`src/rtl/writeback_stage_pipe_if.sv`:
```
// MEM/WB boundary bundle: MEM-side instruction/data inputs, stall/flush controls and register-file write outputs.
// master = upstream pipeline driver, slave = writeback stage; WB_HISTORY_EN adds the previous-write bypass outputs.
interface writeback_stage_pipe_if #(
  parameter int XLEN   = 32,
  parameter int REG_AW = 5
);
  logic              StallW;
  logic              FlushW;
  logic              ValidM;
  logic              RegWriteM;
  logic [REG_AW-1:0] RdM;
  logic [1:0]        ResultSrcM;
  logic              LoadM;
  logic [2:0]        Funct3M;
  logic [XLEN-1:0]   ALU_ResultM;
  logic [XLEN-1:0]   PCPlus4M;
  logic [XLEN-1:0]   ImmExtM;
  logic [XLEN-1:0]   ReadDataM;
  logic              ReadValidM;

  logic              ValidW;
  logic              RegWriteW;
  logic [REG_AW-1:0] RdW;
  logic [XLEN-1:0]   ResultW;
  logic              LoadStallW;
`ifdef WB_HISTORY_EN
  logic              PrevWrW;
  logic [REG_AW-1:0] PrevRdW;
  logic [XLEN-1:0]   PrevResultW;
`endif

  modport master (
    output StallW, FlushW, ValidM, RegWriteM, RdM, ResultSrcM, LoadM, Funct3M,
           ALU_ResultM, PCPlus4M, ImmExtM, ReadDataM, ReadValidM,
`ifdef WB_HISTORY_EN
    input  PrevWrW, PrevRdW, PrevResultW,
`endif
    input  ValidW, RegWriteW, RdW, ResultW, LoadStallW
  );

  modport slave (
    input  StallW, FlushW, ValidM, RegWriteM, RdM, ResultSrcM, LoadM, Funct3M,
           ALU_ResultM, PCPlus4M, ImmExtM, ReadDataM, ReadValidM,
`ifdef WB_HISTORY_EN
    output PrevWrW, PrevRdW, PrevResultW,
`endif
    output ValidW, RegWriteW, RdW, ResultW, LoadStallW
  );
endinterface

```
`src/rtl/writeback_stage_pipe.sv`:
```
// RISC-V writeback stage: MEM/WB register, 4-way result select, load align/extend; optional WB_HISTORY_EN bypass copy.
// Latency 1 cycle; a load captured without data parks in WAIT_LD and raises LoadStallW until ReadValidM.
module writeback_stage_pipe #(
  parameter int XLEN   = 32,
  parameter int REG_AW = 5
) (
  input  logic                  clk,
  input  logic                  rst,
  writeback_stage_pipe_if.slave wb
);

  localparam int OFFW = (XLEN == 64) ? 3 : 2;

  typedef enum logic {RUN, WAIT_LD} state_e;

  state_e            state_q, state_d;
  logic              valid_q, valid_d;
  logic              regwr_q, regwr_d;
  logic [REG_AW-1:0] rd_q, rd_d;
  logic [1:0]        src_q, src_d;
  logic [2:0]        funct3_q, funct3_d;
  logic [OFFW-1:0]   off_q, off_d;
  logic [XLEN-1:0]   result_q, result_d;

  function automatic logic [XLEN-1:0] load_extract(
    input logic [XLEN-1:0] data,
    input logic [2:0]      f3,
    input logic [OFFW-1:0] off
  );
    logic [7:0]      b;
    logic [15:0]     h;
    logic [31:0]     w;
    logic [XLEN-1:0] r;
    b = 8'(data >> {off, 3'b000});
    h = 16'(data >> {off[OFFW-1:1], 4'b0000});
    // The word lane only moves on RV64; on RV32 the word is the whole bus.
    w = (XLEN == 64) ? 32'(data >> {off[OFFW-1], 5'b00000}) : 32'(data);
    case (f3)
      3'b000:  r = XLEN'($signed(b));
      3'b100:  r = XLEN'(b);
      3'b001:  r = XLEN'($signed(h));
      3'b101:  r = XLEN'(h);
      3'b010:  r = XLEN'($signed(w));
      3'b110:  r = (XLEN == 64) ? XLEN'(w) : data;
      default: r = data;
    endcase
    return r;
  endfunction

  always_comb begin
    state_d  = state_q;
    valid_d  = valid_q;
    regwr_d  = regwr_q;
    rd_d     = rd_q;
    src_d    = src_q;
    funct3_d = funct3_q;
    off_d    = off_q;
    result_d = result_q;

    if (wb.FlushW) begin
      state_d = RUN;
      valid_d = 1'b0;
    end else if (state_q == WAIT_LD) begin
      if (wb.ReadValidM && src_q == 2'b01) begin
        result_d = load_extract(wb.ReadDataM, funct3_q, off_q);
        valid_d  = 1'b1;
        state_d  = RUN;
      end
    end else if (!wb.StallW) begin
      if (wb.ValidM) begin
        regwr_d  = wb.RegWriteM;
        rd_d     = wb.RdM;
        src_d    = wb.ResultSrcM;
        funct3_d = wb.Funct3M;
        off_d    = wb.ALU_ResultM[OFFW-1:0];
        if (wb.ResultSrcM == 2'b01 && wb.LoadM && !wb.ReadValidM) begin
          valid_d = 1'b0;
          state_d = WAIT_LD;
        end else begin
          valid_d = 1'b1;
          case (wb.ResultSrcM)
            2'b00:   result_d = wb.ALU_ResultM;
            2'b01:   result_d = load_extract(wb.ReadDataM, wb.Funct3M, wb.ALU_ResultM[OFFW-1:0]);
            2'b10:   result_d = wb.PCPlus4M;
            default: result_d = wb.ImmExtM;
          endcase
        end
      end else begin
        valid_d = 1'b0;
      end
    end
  end

  always_ff @(posedge clk or negedge rst) begin
    if (!rst) begin
      state_q  <= RUN;
      valid_q  <= 1'b0;
      regwr_q  <= 1'b0;
      rd_q     <= '0;
      src_q    <= '0;
      funct3_q <= '0;
      off_q    <= '0;
      result_q <= '0;
    end else begin
      state_q  <= state_d;
      valid_q  <= valid_d;
      regwr_q  <= regwr_d;
      rd_q     <= rd_d;
      src_q    <= src_d;
      funct3_q <= funct3_d;
      off_q    <= off_d;
      result_q <= result_d;
    end
  end

  assign wb.ValidW     = valid_q;
  assign wb.RegWriteW  = valid_q & regwr_q & (rd_q != '0);
  assign wb.RdW        = rd_q;
  assign wb.ResultW    = result_q;
  assign wb.LoadStallW = (state_q == WAIT_LD);

`ifdef WB_HISTORY_EN
  logic              prev_wr_q, prev_wr_d;
  logic [REG_AW-1:0] prev_rd_q, prev_rd_d;
  logic [XLEN-1:0]   prev_result_q, prev_result_d;

  always_comb begin
    prev_wr_d     = wb.RegWriteW;
    prev_rd_d     = rd_q;
    prev_result_d = result_q;
    if (wb.FlushW) begin
      prev_wr_d     = 1'b0;
      prev_rd_d     = '0;
      prev_result_d = '0;
    end
  end

  always_ff @(posedge clk or negedge rst) begin
    if (!rst) begin
      prev_wr_q     <= 1'b0;
      prev_rd_q     <= '0;
      prev_result_q <= '0;
    end else begin
      prev_wr_q     <= prev_wr_d;
      prev_rd_q     <= prev_rd_d;
      prev_result_q <= prev_result_d;
    end
  end

  assign wb.PrevWrW     = prev_wr_q;
  assign wb.PrevRdW     = prev_rd_q;
  assign wb.PrevResultW = prev_result_q;
`endif

endmodule

```
`src/flat_wrapper.sv`:
```
// flat-port wrapper written by rule: the top's interface ports become plain ports
module writeback_stage_pipe_flat 
#(
  parameter int XLEN   = 32,
  parameter int REG_AW = 5
)
  (clk, rst, wb_StallW, wb_FlushW, wb_ValidM, wb_RegWriteM, wb_RdM, wb_ResultSrcM, wb_LoadM, wb_Funct3M, wb_ALU_ResultM, wb_PCPlus4M, wb_ImmExtM, wb_ReadDataM, wb_ReadValidM, wb_ValidW, wb_RegWriteW, wb_RdW, wb_ResultW, wb_LoadStallW);
  writeback_stage_pipe_if #(.XLEN(XLEN), .REG_AW(REG_AW)) wb_i ();
  input  logic clk;
  input  logic rst;
  input wire logic [$bits(wb_i.StallW)-1:0] wb_StallW;
  input wire logic [$bits(wb_i.FlushW)-1:0] wb_FlushW;
  input wire logic [$bits(wb_i.ValidM)-1:0] wb_ValidM;
  input wire logic [$bits(wb_i.RegWriteM)-1:0] wb_RegWriteM;
  input wire logic [$bits(wb_i.RdM)-1:0] wb_RdM;
  input wire logic [$bits(wb_i.ResultSrcM)-1:0] wb_ResultSrcM;
  input wire logic [$bits(wb_i.LoadM)-1:0] wb_LoadM;
  input wire logic [$bits(wb_i.Funct3M)-1:0] wb_Funct3M;
  input wire logic [$bits(wb_i.ALU_ResultM)-1:0] wb_ALU_ResultM;
  input wire logic [$bits(wb_i.PCPlus4M)-1:0] wb_PCPlus4M;
  input wire logic [$bits(wb_i.ImmExtM)-1:0] wb_ImmExtM;
  input wire logic [$bits(wb_i.ReadDataM)-1:0] wb_ReadDataM;
  input wire logic [$bits(wb_i.ReadValidM)-1:0] wb_ReadValidM;
  output wire logic [$bits(wb_i.ValidW)-1:0] wb_ValidW;
  output wire logic [$bits(wb_i.RegWriteW)-1:0] wb_RegWriteW;
  output wire logic [$bits(wb_i.RdW)-1:0] wb_RdW;
  output wire logic [$bits(wb_i.ResultW)-1:0] wb_ResultW;
  output wire logic [$bits(wb_i.LoadStallW)-1:0] wb_LoadStallW;
  assign wb_i.StallW = wb_StallW;
  assign wb_i.FlushW = wb_FlushW;
  assign wb_i.ValidM = wb_ValidM;
  assign wb_i.RegWriteM = wb_RegWriteM;
  assign wb_i.RdM = wb_RdM;
  assign wb_i.ResultSrcM = wb_ResultSrcM;
  assign wb_i.LoadM = wb_LoadM;
  assign wb_i.Funct3M = wb_Funct3M;
  assign wb_i.ALU_ResultM = wb_ALU_ResultM;
  assign wb_i.PCPlus4M = wb_PCPlus4M;
  assign wb_i.ImmExtM = wb_ImmExtM;
  assign wb_i.ReadDataM = wb_ReadDataM;
  assign wb_i.ReadValidM = wb_ReadValidM;
  assign wb_ValidW = wb_i.ValidW;
  assign wb_RegWriteW = wb_i.RegWriteW;
  assign wb_RdW = wb_i.RdW;
  assign wb_ResultW = wb_i.ResultW;
  assign wb_LoadStallW = wb_i.LoadStallW;
  writeback_stage_pipe #(.XLEN(XLEN), .REG_AW(REG_AW)) u_core (.clk(clk), .rst(rst), .wb(wb_i));
endmodule
```
`config.mk`:
```
export PLATFORM = sky130hd
export DESIGN_NAME = writeback_stage_pipe_flat
export DESIGN_NICKNAME = d
export VERILOG_FILES = /design/src/rtl/writeback_stage_pipe_if.sv /design/src/rtl/writeback_stage_pipe.sv /design/src/flat_wrapper.sv
export SDC_FILE = /design/constraint.sdc
export NUM_CORES = 1
export LEC_CHECK = 0
export ABC_CLOCK_PERIOD_IN_PS = 2100
export CAP_MARGIN = 15
export CORE_ASPECT_RATIO = 0.8
export CORE_MARGIN = 10
export CORE_UTILIZATION = 55
export DETAILED_ROUTE_END_ITERATION = 12
export DONT_BUFFER_PORTS = 1
export PLACE_DENSITY = 0.71
export RECOVER_POWER = 25
export SLEW_MARGIN = 10
export SYNTH_ARGS = -nofsm -noshare
export SYNTH_HDL_FRONTEND = slang
export SYNTH_SLANG_ARGS = --single-unit
export TNS_END_PERCENT = 1
```
`constraint.sdc`:
```
create_clock -name clk -period 2.1 [get_ports clk]
set_clock_uncertainty 0.15 [all_clocks]
set_input_delay 0.525 -clock clk [delete_from_list [all_inputs] [get_ports clk]]
set_output_delay 0.525 -clock clk [all_outputs]
set_load 0.01 [all_outputs]
```
# Yosys cells after proc, flatten, opt, wreduce, memory -nomap -nowiden
# Cells that the tools add are included.
# op_classes
n_bitwise,5
n_eq_ne,14
shift,4
n_reduce_logical,12
muxes,20
# op_table
op,count
32-bit one-hot mux with 4 select lines,2
32-bit two-way mux,5
32-bit one-hot mux with 3 select lines,1
32-bit by 5-bit right shift with 16-bit output,2
32-bit by 5-bit right shift with 8-bit output,2
3-bit == test (second input constant),4
1-bit two-way mux,12
3-bit by 1-bit == test with 1-bit output (second input constant),2
3-bit zero test,2
5-bit AND reduction,1
5-bit nonzero test,1
2-bit by 1-bit == test with 1-bit output (second input constant),2
2-bit by 1-bit inequality test with 1-bit output (second input constant),2
4-bit AND reduction,1
1-bit logical AND,3
3-bit by 1-bit inequality test with 1-bit output (second input constant),1
3-bit inequality test (second input constant),1
1-bit NOT,3
1-bit bitwise AND,2
2-bit == test (second input constant),1
2-bit zero test,1
2-bit inequality test (second input constant),1
2-bit AND reduction,1
2-bit nonzero test,1
1-bit zero test,1
# totals
word_cells,63
out_inout_bits,40
input_bits,146
ff_bits,47

# Logic depth before layout (Yosys ltp)
# Gate-level depths: netlist of the first run.
# depth
depth_word,8
mapped_depth,7

# Worst setup path after synthesis of the first run
# OpenSTA, ideal clock, no wires.
# synth_timing
path_kind,input port to flip-flop
from,in wb_ALU_ResultM[0]
to,reg u_core.result_q[21] (netlist: u_core.wb.ResultW[21])
cell_stages,7
arrival_ps,1768
setup_slack_ps,52
required_time_ps,1820
path_cell_list,buf_2 > mux2_2 > mux2i_1 > o21ai_1 > a21oi_2 > buf_6 > a221oi_2
# synth_between
elab_chain_cells,7
# synth_rtl
item,line_no,rtl
from (decl),flat_wrapper.sv:19,input wire logic [$bits(wb_i.ALU_ResultM)-1:0] wb_ALU_ResultM;
32-bit by 5-bit right shift with 8-bit output,writeback_stage_pipe.sv:34,"b = 8'(data >> {off, 3'b000});"
32-bit one-hot mux with 4 select lines,writeback_stage_pipe.sv:38,case (f3)
32-bit one-hot mux with 3 select lines,writeback_stage_pipe.sv:81,case (wb.ResultSrcM)
32-bit two-way mux,writeback_stage_pipe.sv:76,if (wb.ResultSrcM == 2'b01 && wb.LoadM && !wb.ReadValidM) begin
32-bit two-way mux,writeback_stage_pipe.sv:70,if (wb.ValidM) begin
32-bit two-way mux,writeback_stage_pipe.sv:69,end else if (!wb.StallW) begin
32-bit two-way mux,writeback_stage_pipe.sv:63,end else if (state_q == WAIT_LD) begin
to (signal assigned),writeback_stage_pipe.sv:112,result_q <= result_d;
to (decl),writeback_stage_pipe.sv:23,"logic [XLEN-1:0] result_q, result_d;"
# No other way between the ends. The select of a mux whose other input is x is not followed.
# A chain may end at the register's enable or synchronous reset.

# Final worst setup path of the first run
# layout_timing
from,reg u_core.rd_q[3] (netlist: u_core.wb.RdW[3])
to,out wb_RegWriteW
# layout_between
elab_chain_cells,2
# layout_rtl
item,line_no,rtl
from (decl),writeback_stage_pipe.sv:19,"logic [REG_AW-1:0] rd_q, rd_d;"
from (signal assigned),writeback_stage_pipe.sv:108,rd_q <= rd_d;
5-bit nonzero test,writeback_stage_pipe.sv:117,assign wb.RegWriteW = valid_q & regwr_q & (rd_q != '0);
1-bit bitwise AND,writeback_stage_pipe.sv:117,
to (decl),flat_wrapper.sv:25,output wire logic [$bits(wb_i.RegWriteW)-1:0] wb_RegWriteW;
# No other way between the ends.

==> results of run 1 <==
[worst paths after layout]
| kind | cells past startpoint | end | slack [ps] | startpoint |
|---|---|---|---|---|
| max | 2 | wb_RegWriteW | -100 | u_core.wb.RdW[3] |
| min | 2 | u_core.off_q[1] | 200 | wb_ALU_ResultM[1] |
| max reg2reg | 5 | u_core.wb.ResultW[10] | 60 | u_core.off_q[0] |
| min reg2reg | 1 | u_core.src_q[0] | 370 | u_core.src_q[0] |
| max in group asynchronous | 2 | u_core.wb.RdW[3] | 130 | rst |
| min in group asynchronous | 2 | u_core.wb.ResultW[20] | 890 | rst |
[logic make-up after synthesis]
| kind of cell | after synthesis | share of synthesized area, % |
|---|---|---|
| mux | 61 | 15.98 |
| buf+inv | 51 | 6.183 |
| compound gates | 179 | 30.71 |
| simple gates | 171 | 19.32 |
| flops | 47 | 27.81 |
[registers in the layout, summed over array words and instances, names as in the netlist]
name	flops
u_core.off_q	2
u_core.src_q	2
u_core.wb.ResultW	32
u_core.wb.ValidW	1
u_core.wb.RdW	5
u_core.wb.LoadStallW	1
u_core.funct3_q	3
u_core.regwr_q	1
[synthesized netlist by cell type, types with 4 or more instances]
cell / instances / area share [%]
buf_6: 4 / 1.1
nand2b_1: 8 / 1.2
inv_1: 8 / 0.71
buf_4: 4 / 0.71
nor3_1: 11 / 1.3
a211oi_1: 5 / 0.89
nand3b_1: 4 / 0.71
nor2b_1: 12 / 1.8
a221oi_1: 11 / 2.3
nor2_1: 21 / 1.9
mux2_2: 32 / 8.5
o2111ai_1: 8 / 1.7
nand3_1: 6 / 0.71
o221ai_1: 6 / 1.2
a21oi_1: 17 / 2.0
o22ai_1: 28 / 4.1
dfrtp_1: 47 / 28
buf_2: 20 / 2.4
a221oi_2: 10 / 3.6
a31oi_1: 7 / 1.0
clkbuf_1: 12 / 1.1
o21ai_0: 44 / 5.2
nand2_1: 92 / 8.2
o211ai_1: 13 / 2.3
mux2i_1: 27 / 6.4
[cells in the final DEF (no fill, tap or decap), types with 4 or more instances in the layout]
master,synthesis,final
nand2_1,92,92
dfrtp_1,47,46
o21ai_0,44,44
mux2_2,32,32
o22ai_1,28,28
mux2i_1,27,26
nor2_1,21,21
buf_4,4,21
a21oi_1,17,17
o211ai_1,13,13
nor3_1,11,11
nor2b_1,12,11
a221oi_1,11,11
a221oi_2,10,10
nand2b_1,8,8
inv_1,8,8
o2111ai_1,8,8
a31oi_1,7,7
clkbuf_8,0,7
o221ai_1,6,6
nand3_1,6,6
a211oi_1,5,5
nand3b_1,4,4
[power breakdown]
| group | switching [mW] | internal [mW] | total (mW) |
|---|---|---|---|
| Clock | 0.339 | 0.300 | 0.639 |
| Combinational | 0.490 | 0.418 | 0.908 |
| Sequential | 0.244 | 1.08 | 1.33 |
| Total | 1.07 | 1.80 | 2.87 |
[metrics by stage]
step                power (mW)  instances  worst slack, ps  utilization [%]
floorplan                1.990        509            52.05                -
global placement         2.163        596            77.25            58.39
detailed placement       2.194        596           -15.48            58.39
CTS                      2.862        606           -73.68            60.51
global route             3.020        606           -122.5            60.43
finish                   2.873        606           -96.55            60.43
[worst max-delay path, cell delays in order (launching register included)]
cell and delay [ps]:
dfrtp_2 450, or3_4 420, o311a_4 340
[per-layer routing]
| metal | routed length (um) | up-vias |
|---|---|---|
| met3 | 2231 | 42 |
| met2 | 7842 | 340 |
| met1 | 6426 | 2114 |
| met4 | 372 | 0 |
| met5 | 0 | - |
| li1 | - | 1914 |
[what timing repair did]
item                       CTS  global route
setup endpoints to repair    1            17
cloned                       0             0
hold endpoints to repair    47             0
gates resized for setup      2             5
pin swaps                    0             2
hold buffers                 2             0
[area by class of cell]
class	count	area share [%]
inverters	10	0.8364
multi-input cells	411	62.95
flip-flops and latches	47	26.23
well taps	105	2.927
clock inverters	1	0.1673
clock buffers	7	2.147
repair buffers	25	4.739
==> metrics.yaml, run 1 <==
status:
  status: "finished with violations"
  failed_checks: "negative setup slack"
grt:
  grt_use_met3_pct: 9.692
  antenna_found_initial: 0
  grt_max_degree: 48
  grt_pass1_wl_um: 25300
  busiest_layer: "met2"
  use_met2_pct: 43.65
  use_met1_pct: 33.41
  grt_overflow: 0
  track_usage_pct: 27.09
  grt_pass1_vias: 4245
setup_path:
  critPathMaxFanout: 3
  critical_path_class: "flip-flop to output pin"
  required_ps: 1420
  cp.arrival_ps: 1520
  crit_path_start_kind: "flip-flop"
  cp-end-kind: "output pin"
drt:
  ant_nets: 0
  postRouteWirelength_um: 16870
  vias_per_cell: 7.277
  drtPass1Iterations: 6
  wl_per_cell_um: 27.84
  drc: 0
  drtIter0Drc: 491
  via_count: 4410
logic_synthesis:
  netlist_area_um2: 4229
  synth_fp_nets: 655
  async_flop_share_pct: 100.0
  synth_cell_type_count: 57
  synth_edf_count: 0
  ys.flop_type: "dfrtp_1"
  synthCells: 509
  syn_area_per_cell_um2: 8.309
  yosys_warnings: 0
  ys_ff_latch: 47
  yosysSeqAreaShare_pct: 27.81
timing:
  setup_tns_ps: -96.55
  post-route-period-util_pct: 104.6
  fin_crit_ps: 2197
  maxSlewViolCount: 0
  worst_slack_ps: -96.55
  max_freq_mhz: 455.3
  hold_viol: 0
  setup_viol_count_final: 1
  rsz0062_at_grt: "yes"
  slew_headroom_pct: 22.57
  hold_ws_ps: 196.7
  tightest_slew_ps: 1161
final_layout:
  nFillCells: 685
  antenna_cells: 0
  final_net_count: 646
  area_delta_synth_final_pct: 6.124
  drive_gt1_share_pct: 18.56
  multi_input_area_um2: 2825
  design_area_um2: 4488
  seq_area_um2: 1177
clock_tree:
  clk_path_buf_depth: 2
  worstSkewPairLatency_ps: 310
  ctsHtreeMaxLevel: 2
  cts_setup_buffers: 0
  numCtsBuffers: 5
  numClockSinks: 47
  cts_root_buf: "clkbuf_8"
  path_clk_slew_ps: 90
  cts_tree: "done"
place:
  dpl.hpwl_um: 12720
  placed_cell_area_um2: 4337
  place_congestion: 0.9391
  numPortBuffers: 0
job:
  maxCapViolations: 0
power:
  p_per_area_nw_per_um2: 640.2
  peakVddDrop_mv: 0.3058
  leakagePower_nw: 1.682
floorplanning:
  dieHeight_um: 98.43
  die_w_um: 118.0
  die-area_um2: 11620
  start_util_pct: 56.94
  core_um2: 7427
  num_io_pins: 186
  core.rowCount: 28
hold_path:
  hold_class: "primary input to flip-flop"
(Power assumes the default switching activity.)
==> run 2, diff against run 1 <==
--- a/config.mk
+++ b/config.mk
@@ -10,6 +10,7 @@
 export CORE_ASPECT_RATIO = 0.8
 export CORE_MARGIN = 10
 export CORE_UTILIZATION = 55
+export CTS_CLUSTER_SIZE = 20
 export DETAILED_ROUTE_END_ITERATION = 12
 export DONT_BUFFER_PORTS = 1
 export PLACE_DENSITY = 0.71
==> results of run 2 <==
No change in the layout: final DEF, timing and power equal those of run 1.
